File: src/rtl/imm_gen_pipe_if.sv
// rtl/imm_gen_pipe_if.sv - instruction-in / immediate-out handshake bundle for imm_gen_pipe
interface imm_gen_pipe_if #(
    parameter int XLEN = 32
);
    logic            in_valid_i;
    logic            in_ready_o;
    logic [31:0]     inst_i;
    logic            out_valid_o;
    logic            out_ready_i;
    logic [XLEN-1:0] data_o;
    logic [2:0]      fmt_o;
    logic            illegal_o;

    modport slave (
        input  in_valid_i, inst_i, out_ready_i,
        output in_ready_o, out_valid_o, data_o, fmt_o, illegal_o
    );

    modport master (
        output in_valid_i, inst_i, out_ready_i,
        input  in_ready_o, out_valid_o, data_o, fmt_o, illegal_o
    );
endinterface

File: src/rtl/imm_gen_pipe.sv
// rtl/imm_gen_pipe.sv - registered RV32I/RV64I immediate generator with 2-entry skid buffer
module imm_gen_pipe #(
    parameter int XLEN = 32
) (
    input  logic           clk_i,
    input  logic           rst_i,
    input  logic           flush_i,
    imm_gen_pipe_if.slave  bus
);
    localparam int SHW = (XLEN == 64) ? 6 : 5;

    localparam logic [2:0] FMT_NONE  = 3'd0;
    localparam logic [2:0] FMT_I     = 3'd1;
    localparam logic [2:0] FMT_S     = 3'd2;
    localparam logic [2:0] FMT_B     = 3'd3;
    localparam logic [2:0] FMT_U     = 3'd4;
    localparam logic [2:0] FMT_J     = 3'd5;
    localparam logic [2:0] FMT_SHAMT = 3'd6;

    logic [31:0]        inst;
    logic signed [31:0] imm_i, imm_s, imm_b, imm_u, imm_j;
    logic [XLEN-1:0]    dec_data;
    logic [2:0]         dec_fmt;
    logic               dec_ill;

    assign inst = bus.inst_i;

    // Each format is sign-extended to 32 bits first; the XLEN cast then extends once more for RV64.
    assign imm_i = 32'($signed(inst[31:20]));
    assign imm_s = 32'($signed({inst[31:25], inst[11:7]}));
    assign imm_b = 32'($signed({inst[31], inst[7], inst[30:25], inst[11:8], 1'b0}));
    assign imm_u = $signed({inst[31:12], 12'b0});
    assign imm_j = 32'($signed({inst[31], inst[19:12], inst[20], inst[30:21], 1'b0}));

    always_comb begin
        dec_data = '0;
        dec_fmt  = FMT_NONE;
        dec_ill  = 1'b0;
        case (inst[6:0])
            7'b0000011, 7'b1100111: begin
                dec_fmt  = FMT_I;
                dec_data = XLEN'(imm_i);
            end
            7'b0010011: begin
                if (inst[13:12] == 2'b01) begin
                    dec_fmt = FMT_SHAMT;
                    if (XLEN == 32 && inst[25]) begin
                        dec_ill = 1'b1;
                    end else begin
                        dec_data = XLEN'(inst[20+SHW-1:20]);
                    end
                end else begin
                    dec_fmt  = FMT_I;
                    dec_data = XLEN'(imm_i);
                end
            end
            7'b0100011: begin
                dec_fmt  = FMT_S;
                dec_data = XLEN'(imm_s);
            end
            7'b1100011: begin
                dec_fmt  = FMT_B;
                dec_data = XLEN'(imm_b);
            end
            7'b0110111, 7'b0010111: begin
                dec_fmt  = FMT_U;
                dec_data = XLEN'(imm_u);
            end
            7'b1101111: begin
                dec_fmt  = FMT_J;
                dec_data = XLEN'(imm_j);
            end
            default: dec_ill = 1'b1;
        endcase
    end

    logic            main_valid, skid_valid;
    logic [XLEN-1:0] main_data, skid_data;
    logic [2:0]      main_fmt, skid_fmt;
    logic            main_ill, skid_ill;
    logic            accept, drain;

    // Ready is the registered skid-empty flag, so no combinational path from out_ready_i.
    assign accept = bus.in_valid_i & ~skid_valid;
    assign drain  = main_valid & bus.out_ready_i;

    always_ff @(posedge clk_i or posedge rst_i) begin
        if (rst_i) begin
            main_valid <= 1'b0;
            main_data  <= '0;
            main_fmt   <= FMT_NONE;
            main_ill   <= 1'b0;
            skid_valid <= 1'b0;
            skid_data  <= '0;
            skid_fmt   <= FMT_NONE;
            skid_ill   <= 1'b0;
        end else if (flush_i) begin
            main_valid <= 1'b0;
            skid_valid <= 1'b0;
        end else if (!main_valid || drain) begin
            if (skid_valid) begin
                main_valid <= 1'b1;
                main_data  <= skid_data;
                main_fmt   <= skid_fmt;
                main_ill   <= skid_ill;
                skid_valid <= 1'b0;
            end else if (accept) begin
                main_valid <= 1'b1;
                main_data  <= dec_data;
                main_fmt   <= dec_fmt;
                main_ill   <= dec_ill;
            end else begin
                main_valid <= 1'b0;
            end
        end else if (accept) begin
            skid_valid <= 1'b1;
            skid_data  <= dec_data;
            skid_fmt   <= dec_fmt;
            skid_ill   <= dec_ill;
        end
    end

    assign bus.in_ready_o  = ~skid_valid;
    assign bus.out_valid_o = main_valid;
    assign bus.data_o      = main_data;
    assign bus.fmt_o       = main_fmt;
    assign bus.illegal_o   = main_ill;
endmodule

File: src/flat_wrapper.sv
// flat-port wrapper written by rule: the top's interface ports become plain ports
module imm_gen_pipe_flat 
#(
    parameter int XLEN = 32
)
  (clk_i, rst_i, flush_i, bus_in_valid_i, bus_inst_i, bus_out_ready_i, bus_in_ready_o, bus_out_valid_o, bus_data_o, bus_fmt_o, bus_illegal_o);
  imm_gen_pipe_if #(.XLEN(XLEN)) bus_i ();
  input  logic clk_i;
  input  logic rst_i;
  input  logic flush_i;
  input wire logic [$bits(bus_i.in_valid_i)-1:0] bus_in_valid_i;
  input wire logic [$bits(bus_i.inst_i)-1:0] bus_inst_i;
  input wire logic [$bits(bus_i.out_ready_i)-1:0] bus_out_ready_i;
  output wire logic [$bits(bus_i.in_ready_o)-1:0] bus_in_ready_o;
  output wire logic [$bits(bus_i.out_valid_o)-1:0] bus_out_valid_o;
  output wire logic [$bits(bus_i.data_o)-1:0] bus_data_o;
  output wire logic [$bits(bus_i.fmt_o)-1:0] bus_fmt_o;
  output wire logic [$bits(bus_i.illegal_o)-1:0] bus_illegal_o;
  assign bus_i.in_valid_i = bus_in_valid_i;
  assign bus_i.inst_i = bus_inst_i;
  assign bus_i.out_ready_i = bus_out_ready_i;
  assign bus_in_ready_o = bus_i.in_ready_o;
  assign bus_out_valid_o = bus_i.out_valid_o;
  assign bus_data_o = bus_i.data_o;
  assign bus_fmt_o = bus_i.fmt_o;
  assign bus_illegal_o = bus_i.illegal_o;
  imm_gen_pipe #(.XLEN(XLEN)) u_core (.clk_i(clk_i), .rst_i(rst_i), .flush_i(flush_i), .bus(bus_i));
endmodule
File: config.mk
export PLATFORM = sky130hd
export DESIGN_NAME = imm_gen_pipe_flat
export DESIGN_NICKNAME = d
export VERILOG_FILES = /design/src/rtl/imm_gen_pipe_if.sv /design/src/rtl/imm_gen_pipe.sv /design/src/flat_wrapper.sv
export SDC_FILE = /design/constraint.sdc
export NUM_CORES = 1
export LEC_CHECK = 0
export ABC_CLOCK_PERIOD_IN_PS = 3300
export CORE_MARGIN = 3
export CORE_UTILIZATION = 51
export CTS_BUF_LIST = sky130_fd_sc_hd__clkbuf_4 sky130_fd_sc_hd__clkbuf_8 sky130_fd_sc_hd__clkbuf_16
export DETAILED_ROUTE_END_ITERATION = 10
export GPL_TIMING_DRIVEN = 0
export PLACE_DENSITY_LB_ADDON = 0.05
export SYNTH_ARGS = -nofsm -noshare
export SYNTH_HDL_FRONTEND = slang
export SYNTH_SLANG_ARGS = --single-unit
File: constraint.sdc
create_clock -name clk_i -period 3.3 [get_ports clk_i]
set_input_delay 0.66 -clock clk_i [delete_from_list [all_inputs] [get_ports clk_i]]
set_output_delay 0.66 -clock clk_i [all_outputs]
set_load 0.02 [all_outputs]
; ---- Yosys cells after proc, flatten, opt, wreduce, memory -nomap -nowiden
; Cells that the tools add are included.
[op_classes]
n_addsub = 0
multipliers = 0
n_div = 0
n_lt_le_gt_ge = 0
n_eq_ne = 9
n_shift = 0
mux = 21
bitwise_logic = 5
n_reduce_logical = 10
[op_table]
columns = operator, count
row1 = $pmux 32 s6, 1
row2 = $mux 32, 3
row3 = $eq 7x7->1 const B, 3
row4 = $pmux 3 s6, 1
row5 = $eq 7x5->1 const B, 2
row6 = $eq 7x6->1 const B, 2
row7 = $mux 1, 11
row8 = $mux 3, 3
row9 = $eq 7x2->1 const B, 1
row10 = $reduce_or 7->1, 1
row11 = $reduce_and 3->1, 2
row12 = $mux 5, 1
row13 = $reduce_bool 2->1, 2
row14 = $reduce_or 2->1, 2
row15 = $not 1->1, 3
row16 = $reduce_bool 3->1, 1
row17 = $and 1x1->1, 2
row18 = $eq 2x1->1 const B, 1
row19 = $pmux 1 s2, 1
row20 = $logic_not 1->1, 1
row21 = $logic_or 1x1->1, 1
[word_totals]
ff_bits = 74
latch_bits = 0
mem_bits_rw = 0
romBits = 0
output_inout_bits = 38
wordCells = 53
mem_count = 0

; ---- Longest topological paths before layout
[logic_depth]
word_depth = 6
depth_mapped = 7
ltp_nobuf = 5

; ---- Worst setup path before layout
; No wires, ideal clock.
[synth_path]
kind = input port to flip-flop
start = input bus_inst_i[3]
end = register u_core.skid_data[12]
setup_ns = 0.141
arrival_ns = 1.780
required_time_ns = 3.159
slack_ns = 1.379
stages = 7
path_buffers = 2
cell_sequence = buf_2 > and4bb_1 > o21ai_1 > nor2_1 > o21ai_2 > buf_4 > a31oi_1
[synth_via]
elab_chain_cells = 3
elab_cells_between_ends = 11
[synth_lines]
columns = element, line
row1 = "start, declared", flat_wrapper.sv:12  ; input wire logic [$bits(bus_i.inst_i)-1:0] bus_inst_i;
row2 = "$eq 7x6->1, or another cell as far along", imm_gen_pipe.sv:39  ; case (inst[6:0])
row3 = "$reduce_or 2->1, on equally long branches", n/a
row4 = $pmux 32 s6 (*), imm_gen_pipe.sv:39
row5 = "end signal, assigned", imm_gen_pipe.sv:117  ; skid_data <= dec_data;
row6 = "end, declared", imm_gen_pipe.sv:78  ; logic [XLEN-1:0] main_data, skid_data;
; Mark *: on every way between the ends. The rest lies on a longest branch, timed or not.
; A chain may end at the register's enable or synchronous reset.

; ---- Worst setup path after layout
[layout_path]
start = register u_core.skid_valid
end = output bus_in_ready_o
[layout_via]
elab_chain_cells = 1
[layout_lines]
columns = element, line
row1 = "start, declared", imm_gen_pipe.sv:77  ; logic main_valid, skid_valid;
row2 = "start signal, assigned", imm_gen_pipe.sv:93  ; skid_valid <= 1'b0;
row3 = "start signal, assigned", imm_gen_pipe.sv:99  ; skid_valid <= 1'b0;
row4 = "start signal, assigned", imm_gen_pipe.sv:106  ; skid_valid <= 1'b0;
row5 = $not 1->1, imm_gen_pipe.sv:123  ; assign bus.in_ready_o = ~skid_valid;
row6 = "end, declared", flat_wrapper.sv:14  ; output wire logic [$bits(bus_i.in_ready_o)-1:0] bus_in_ready_o;
; Every way passes these cells.

==> results.yml <==
placed_design:
  hpwl_mm: 7.03
  gp_congestion: 0.915
  portBuffers: 70
routing:
  viasPerCell: 5.97
  final_antenna_net_count: 0
  wl_per_cell_um: 17.7
  route.detailed.drc: 0
  vias: 3304
  dr.first_iter.drc_count: 291
  wirelength_mm: 9.77
  first_pass_iters: 5
floorplan:
  ioPinCount: 75
  start_util_pct: 54.1
  die_w_um: 89
  die_area_mm2: 0.00792
  die_y_um: 89
  rows: 29
  core_area_mm2: 0.00649
synth:
  synth_edf_count: 0
  syn_nets: 426
  ys_types: 44
  synth_flop_cell: "dfrtp_1"
  synth_area_per_cell_um2: 9.03
  netlist_area_mm2: 0.00351
  yosysSeqAreaShare_pct: 52.7
  synth_async_sr_flop_share_pct: 100
  syn_inst: 389
  ys_ff_latch: 74
  yosysWarnings: 0
timing:
  setup_viol: 0
  fin_crit_sh_pct: 87.5
  whs_ns: 0.476
  final_hold_viol_count: 0
  maxSlewHeadroom_pct: 62.3
  finalMaxSlewViolations: 0
  fmax_mhz: 346
  finalSetupTns_ns: 0
  rsz0062_at_grt: "false"
  tightest_slew_ns: 0.566
  fin_worst_skew_ns: 0.00795
  period_minus_slack_ns: 2.89
worst_setup_path:
  endpoint_kind: "output pin"
  crit_fanout: 10
  worst-setup-path-type: "reg2out"
  startpoint_type: "register"
  critPathRequiredTime_ns: 2.64
  worstPathArrival_ns: 2.23
clocking:
  ctsHoldBuffers: 0
  post-cts-setup-buffers: 0
  cts_tree: "done"
  clk_pin_slew_ns: 0.08
  clockRootBuffer: "clkbuf_8"
  worstSkewPairLatency_ns: 0.35
  numCtsBuffers: 9
  cts_htree_levels: 3
  cts_resized: 0
  clock_sinks: 74
  clk_path_buf_depth: 2
layout:
  fin_nets: 508
  regArea_mm2: 0.00185
  area_growth_pct: 29.1
  multi_input_area_mm2: 0.00151
  drive_gt1_share_pct: 8.19
  antenna_cells: 0
  fillers: 542
global_routing:
  overflow: 0
  grt_pass1_wl_mm: 15.7
  antenna_found_initial: 0
  grt_start_max_net_pins: 51
  grt_pass1_vias: 3133
  grt_usage_pct: 26.2
power_and_ir_drop:
  power_per_cell_area_mw_per_mm2: 503
  ir_drop_uv: 293
  p_leak_nw: 1.85
min_path:
  hold_class: "reg2reg"
flow_run:
  maxCapViolCount: 0
outcome:
  status: "finished clean"
## layout by cell type (no fill, tap or decap), types with 3 or more instances in the layout
cell and count:
clkdlybuf4s50_1 70, nand3_1 7, clkbuf_1 13, nand2_1 49, a221o_1 4, and3_1 8, o21bai_1 4, nand2b_1 4
inv_1 3, nor2_1 37, buf_2 10, or3_1 25, dfrtp_1 74, nor2b_1 4, o21ai_0 40, o21ai_1 9
a21oi_1 43, nor3_1 7, a31oi_1 18, clkbuf_8 9
## critical path: stages, from the launching register on
cell and delay, ns:
dfrtp_1 0.45, inv_1 0.29, clkbuf_1 0.44, clkdlybuf4s50_1 0.70
## through the flow
stage               power [mW]  instance area, µm²  util [%]  instances  worst slack [ns]
global route              2.40                4540      69.9        553             0.306
global placement          1.58                4310      66.4        536            -0.456
floorplan                 1.36                3510         -        389             0.758
detailed placement        1.59                4340      66.8        537             0.697
CTS                       2.30                4540      69.9        553             0.416
finish                    2.28                4540      69.9        553             0.412
## power breakdown
part | total [mW] | switching, mW | leakage (nW) | internal [mW]
logic | 0.479 | 0.257 | 0.811 | 0.223
clock network | 0.707 | 0.348 | 0.100 | 0.359
registers | 1.10 | 0.0634 | 0.935 | 1.03
## state kept, by name (all words and copies together), names as in the netlist
| register | flops |
|---|---|
| u_core.bus.fmt_o | 3 |
| u_core.bus.out_valid_o | 1 |
| u_core.bus.data_o | 32 |
| u_core.skid_fmt | 3 |
| u_core.skid_ill | 1 |
| u_core.skid_valid | 1 |
| u_core.bus.illegal_o | 1 |
| u_core.skid_data | 32 |
## layer usage
metal	vias up	track usage, %	wire (µm)
met5	-	0	0
met4	0	10.3	145
met3	16	5.25	648
met2	139	40.0	4550
met1	1605	36.9	4430
li1	1544	-	-
## Yosys cell counts, drive strengths merged, types with 2 or more instances
| cell type | number | share of area (%) |
|---|---|---|
| dfrtp | 74 | 53 |
| nand4b | 2 | 0.50 |
| clkbuf | 14 | 1.5 |
| o22ai | 2 | 0.75 |
| nor2b | 4 | 0.71 |
| inv | 4 | 0.43 |
| nand2b | 4 | 0.71 |
| nand3 | 7 | 1.0 |
| nor2 | 39 | 4.3 |
| o21bai | 4 | 0.85 |
| o21ai | 50 | 7.2 |
| and3 | 8 | 1.4 |
| nand2 | 50 | 5.4 |
| nor3 | 8 | 1.3 |
| a21oi | 43 | 6.1 |
| a221o | 4 | 1.1 |
| buf | 13 | 2.3 |
| a31oi | 18 | 3.2 |
| or3 | 26 | 4.8 |
## path summary, 6_finish.rpt
path / start / to / slack (ns) / depth (start not counted)
worst max-delay path: u_core.skid_valid / bus_in_ready_o / 0.41 / 3
worst min-delay path: u_core.skid_data[6] / u_core.skid_data[6] / 0.48 / 2
max in group asynchronous: rst_i / u_core.skid_data[13] / 2.10 / 3
min in group asynchronous: rst_i / u_core.bus.data_o[26] / 0.64 / 2
worst max register to register: u_core.skid_valid / u_core.bus.data_o[2] / 1.34 / 5
worst min register to register: u_core.skid_data[6] / u_core.skid_data[6] / 0.48 / 2
## kinds of logic after synthesis
| logic type | after synthesis | synth area share, % |
|---|---|---|
| buf+inv | 31 | 4.24 |
| flops | 74 | 52.7 |
| xor+xnor | 1 | 0.249 |
| simple gates | 155 | 21.9 |
| compound gates | 128 | 20.9 |
## layout make-up
type	instances	area share, %
Sequential cell	74	40.8
Timing Repair Buffer	71	16.1
Buffer	27	2.95
Clock inverter	6	1.43
Inverter	4	0.386
Multi-Input combinational cell	284	33.3
Clock buffer	10	2.90
Tap cell	77	2.12
(Power assumes the default switching activity.)
